File: config.mk
export PLATFORM = sky130hd
export DESIGN_NAME = operand_stage
export DESIGN_NICKNAME = d
export VERILOG_FILES = /design/src/rtl/datapath_pkg.sv /design/src/rtl/operand_stage_regfile.sv /design/src/rtl/operand_stage.sv
export SDC_FILE = /design/constraint.sdc
export NUM_CORES = 1
export LEC_CHECK = 0
export BUFFER_PORTS_ARGS = -buffer_cell sky130_fd_sc_hd__buf_2
export CAP_MARGIN = 15
export CORE_MARGIN = 2
export CORE_UTILIZATION = 55
export CTS_CLUSTER_DIAMETER = 40
export DETAILED_ROUTE_END_ITERATION = 6
export PLACE_DENSITY = 0.75
export SLEW_MARGIN = 20
export SYNTH_ARGS = -nofsm -noshare
export SYNTH_HDL_FRONTEND = slang
export SYNTH_HIERARCHICAL = 1
export SYNTH_SLANG_ARGS = --single-unit
export TNS_END_PERCENT = 30
File: constraint.sdc
create_clock -name clk -period 4 [get_ports clk]
set_input_delay 0.8 -clock clk [delete_from_list [all_inputs] [get_ports clk]]
set_output_delay 0.8 -clock clk [all_outputs]
set_load 0.01 [all_outputs]
File: src/rtl/datapath_pkg.sv
// Shared datapath types and sizing for the operand stage and the ALU.
// State and shift-op encodings live here so every datapath block agrees on them.
package datapath_pkg;

  localparam int W     = 16;
  localparam int NREGS = 8;

  typedef enum logic [1:0] {
    IDLE  = 2'd0,
    RD_A  = 2'd1,
    RD_B  = 2'd2,
    VALID = 2'd3
  } state_t;

  typedef enum logic [1:0] {
    NONE  = 2'd0,
    SHL   = 2'd1,
    SHR_L = 2'd2,
    SHR_A = 2'd3
  } shift_op_t;

endpackage

File: src/rtl/operand_stage_regfile.sv
// NREGS x W register file: one synchronous write port, one combinational read port.
// Reset clears every entry and wins over a write in the same cycle.
module regfile
  import datapath_pkg::*;
#(
  parameter int W     = datapath_pkg::W,
  parameter int NREGS = datapath_pkg::NREGS
) (
  input  logic                     clk,
  input  logic                     reset,
  input  logic                     write,
  input  logic [$clog2(NREGS)-1:0] writenum,
  input  logic [W-1:0]             data_in,
  input  logic [$clog2(NREGS)-1:0] readnum,
  output logic [W-1:0]             data_out
);

  logic [W-1:0] regs [NREGS];

  always_ff @(posedge clk) begin
    if (reset) begin
      for (int i = 0; i < NREGS; i++) regs[i] <= '0;
    end else if (write) begin
      regs[writenum] <= data_in;
    end
  end

  assign data_out = regs[readnum];

endmodule

File: src/rtl/operand_stage.sv
// Operand-fetch stage: reads A then B through a single regfile read port and
// hands registered Ain/Bin to the ALU over valid/ready. Macro: OPERAND_FWD_EN.
//
// state | meaning
// IDLE  | req_ready high; a request latches all fields
// RD_A  | read source A, capture Ain (0 when asel)
// RD_B  | read source B, capture Bin (shifted, or imm5 when bsel)
// VALID | out_valid high; hold Ain/Bin until out_ready
module operand_stage
  import datapath_pkg::*;
#(
  parameter int W     = datapath_pkg::W,
  parameter int NREGS = datapath_pkg::NREGS
) (
  input  logic                     clk,
  input  logic                     reset,
  input  logic                     write,
  input  logic [$clog2(NREGS)-1:0] writenum,
  input  logic [W-1:0]             data_in,
  input  logic                     req_valid,
  output logic                     req_ready,
  input  logic [$clog2(NREGS)-1:0] readnum_a,
  input  logic [$clog2(NREGS)-1:0] readnum_b,
  input  logic [1:0]               shift,
  input  logic                     asel,
  input  logic                     bsel,
  input  logic [4:0]               imm5,
  output logic [W-1:0]             Ain,
  output logic [W-1:0]             Bin,
  output logic                     out_valid,
  input  logic                     out_ready
);

  localparam int IW = $clog2(NREGS);

  state_t          state, state_nxt;
  logic [IW-1:0]   ra_q, rb_q;
  shift_op_t       shift_q;
  logic            asel_q, bsel_q;
  logic [4:0]      imm5_q;
  logic [IW-1:0]   raddr;
  logic [W-1:0]    rdata, rd_val, b_shifted, imm_ext;
  logic [W-1:0]    a_q, b_q;

  always_ff @(posedge clk) begin
    if (reset) state <= IDLE;
    else       state <= state_nxt;
  end

  always_comb begin
    state_nxt = state;
    case (state)
      IDLE:    if (req_valid) state_nxt = RD_A;
      RD_A:    state_nxt = RD_B;
      RD_B:    state_nxt = VALID;
      VALID:   if (out_ready) state_nxt = IDLE;
      default: state_nxt = IDLE;
    endcase
  end

  assign req_ready = (state == IDLE);
  assign out_valid = (state == VALID);

  // Request fields are frozen at acceptance; later input changes are ignored.
  always_ff @(posedge clk) begin
    if (reset) begin
      ra_q    <= '0;
      rb_q    <= '0;
      shift_q <= NONE;
      asel_q  <= 1'b0;
      bsel_q  <= 1'b0;
      imm5_q  <= '0;
    end else if (state == IDLE && req_valid) begin
      ra_q    <= readnum_a;
      rb_q    <= readnum_b;
      shift_q <= shift_op_t'(shift);
      asel_q  <= asel;
      bsel_q  <= bsel;
      imm5_q  <= imm5;
    end
  end

  assign raddr = (state == RD_B) ? rb_q : ra_q;

  regfile #(.W(W), .NREGS(NREGS)) u_regfile (
    .clk      (clk),
    .reset    (reset),
    .write    (write),
    .writenum (writenum),
    .data_in  (data_in),
    .readnum  (raddr),
    .data_out (rdata)
  );

`ifdef OPERAND_FWD_EN
  assign rd_val = (write && writenum == raddr) ? data_in : rdata;
`else
  assign rd_val = rdata;
`endif

  always_comb begin
    b_shifted = rd_val;
    case (shift_q)
      SHL:     b_shifted = {rd_val[W-2:0], 1'b0};
      SHR_L:   b_shifted = {1'b0, rd_val[W-1:1]};
      SHR_A:   b_shifted = {rd_val[W-1], rd_val[W-1:1]};
      default: b_shifted = rd_val;
    endcase
  end

  assign imm_ext = {{(W-5){imm5_q[4]}}, imm5_q};

  always_ff @(posedge clk) begin
    if (reset) begin
      a_q <= '0;
      b_q <= '0;
    end else if (state == RD_A) begin
      a_q <= asel_q ? '0 : rd_val;
    end else if (state == RD_B) begin
      b_q <= bsel_q ? imm_ext : b_shifted;
    end
  end

  assign Ain = a_q;
  assign Bin = b_q;

endmodule

==> results.cfg <==
[timing]
tightest_slew_ns = 1.00
report.final.hold_viol_count = 0
slew_violations = 0
timing.final.crit_period_ns = 3.13
setup_viol = 0
clock.fmax_mhz = 320
fin_crit_sh = 0.782
finalSetupTns_ns = 0
rsz0062_at_grt = false
setup_ws_ns = 0.873
max_slew_margin = 0.329
fin_worst_skew_ns = 0.00871

[yosys]
synth_cell_types = 41
ys.warnings.count = 6
avgSynthCellArea_um2 = 12.8
synth_flop_cell = edfxtp_1
ys_seq_elements = 177
postSynthNetCount = 688
synth-edff-count = 128
ys_seq_area_frac = 0.584
async_flop_share = 0
netlist_area_um2 = 8270
syn_inst = 645

[place]
place_ws_ns = 0.898
post-dp-hpwl_um = 11700
port_buffers = 72
place_congestion = 0.783
place_area_um2 = 8710

[floorplanning]
fp.dieW_um = 127
fp.dieH_um = 127
coreArea_um2 = 14600
io_pins = 73
fp.dieArea_um2 = 16000
start_util = 0.567
num_rows = 44

[clocking]
cts_resized = 0
post-cts-setup-buffers = 0
cts_buffer_depth = 2
cts_root_buf = clkbuf_16
insertion_delay_ns = 0.44
cts_num_sinks = 177
postCtsHoldBufs = 0
htree_levels = 4
cts.clk_slew.worst_paths_ns = 0.07
cts_tree = done
cts_inserted_buffers = 17

[flow_run]
drv_cap = 0

[worst_setup_path]
crit_top_cell = mux2_2
critPathKind = reg -> reg
r2r_cells = 9
worstPathCellList = inv_1, ha_1, mux2_2, buf_4, mux4_1, mux2_2, mux2_2, o211ai_1, a311oi_1
slowest_delay_ns = 0.59
required_ns = 4.29
path_max_fanout = 17
cp.arrival_ns = 3.42
crit_slowest_cell = mux2_2
critPathLaunchType = register
crit_path_end_kind = register

[layout]
fin_nets = 742
drive_gt1_frac = 0.249
syn_to_final_growth_pct = 12.5
stdcell_area_um2 = 9300
antenna_cells = 0
layout_common_cells = nor3_1 (128), edfxtp_1 (128), buf_2 (72), dfxtp_1 (49), nand2_1 (35)

[worst_hold_path]
holdPathStages = 2
min_path_type = reg -> reg

[routing]
ant_nets = 0
vias_per_cell = 6.18
wl_per_cell_um = 21.2
vias = 5537
drtIter0Drc = 458
dr.pass1.iters = 4
routed_wl_um = 19000
drc_errors = 0

[global_routing]
grt_pass1_wl_um = 29400
antenna_found_initial = 0
grt_pass1_vias = 5553
grt_use_total = 0.242
grt_max_degree = 59
overflow = 0

[run_status]
status = complete, no violations

[pwr]
p_per_area_nw_per_um2 = 600
power.leakage_nw = 3.22
vdd_drop_max_mv = 0.400
## power by group
group,internal (mW),switching [mW],total [mW]
Combinational,0.717,0.859,1.58
Sequential,2.19,0.129,2.32
Clock,0.976,0.702,1.68
## per-stage QoR
stage                     instances   util  hold WS, ns  total power [mW]
after detailed placement        864  0.597        0.447              3.92
final                           896  0.638        0.457              5.58
after CTS                       896  0.638        0.456              5.59
after global routing            896  0.638        0.488              5.81
after floorplan                 645      -        0.433              3.51
after global placement          864  0.597        0.447              3.87
## per-layer routing
metal  GRT usage  wire, um
met5           0         0
met3      0.0574      1300
met1       0.313      7900
met2       0.402      9420
met4      0.0918       416
## Yosys cell counts (all sizes together) (3+ instances only)
| cell type | number | area share |
|---|---|---|
| nor3 | 128 | 0.077 |
| inv | 4 | 0.0018 |
| clkinv | 17 | 0.0077 |
| and2b | 4 | 0.0036 |
| dfxtp | 49 | 0.12 |
| o211ai | 15 | 0.017 |
| nor2b | 13 | 0.0098 |
| nor2 | 32 | 0.015 |
| o21bai | 8 | 0.0073 |
| edfxtp | 128 | 0.46 |
| mux2 | 34 | 0.049 |
| a311oi | 3 | 0.0032 |
| ha | 4 | 0.0061 |
| clkbuf | 36 | 0.017 |
| a211oi | 12 | 0.015 |
| a21oi | 34 | 0.021 |
| nand2 | 35 | 0.016 |
| nand2b | 17 | 0.013 |
| mux4 | 32 | 0.10 |
| buf | 26 | 0.026 |
## worst max-delay path: cells and delay by family (launching register included)
| family | cells | cell delay, ns |
|---|---|---|
| compound gates | 2 | 0.30 |
| mux | 4 | 1.54 |
| flops | 1 | 0.38 |
| fa+ha+maj | 1 | 0.35 |
| buf+inv | 2 | 0.41 |
## layout make-up
cell class	count	area, um2
multi-input cells	385	3020
repair buffers	97	561
inverters	21	78.8
fillers	1096	5290
well taps	184	230
flip-flops and latches	177	4820
clock buffers	17	425
clock inverters	15	166
## logic make-up after synthesis
group           count (synthesis)  synth area share
simple gates                  237             0.141
mux                            66             0.149
flops                         177             0.584
buf+inv                        83            0.0518
fa+ha+maj                       4           0.00605
compound gates                 78            0.0687
## path summary, 6_finish.rpt
path / start / slack (ns) / endpoint
max reg2reg: state[0] / 0.87 / Bin[1]
max: state[0] / 0.87 / Bin[1]
min: rb_q[2] / 0.46 / rb_q[2]
min reg2reg: rb_q[2] / 0.46 / rb_q[2]
## state kept, by name (all words and copies together), names as in the netlist, 2 cells and up
register        flops
ra_q                3
u_regfile/regs    128
Bin                16
imm5_q              5
shift_q             2
Ain                16
state               2
rb_q                3
Note: power is estimated with default switching activity, not from simulation.
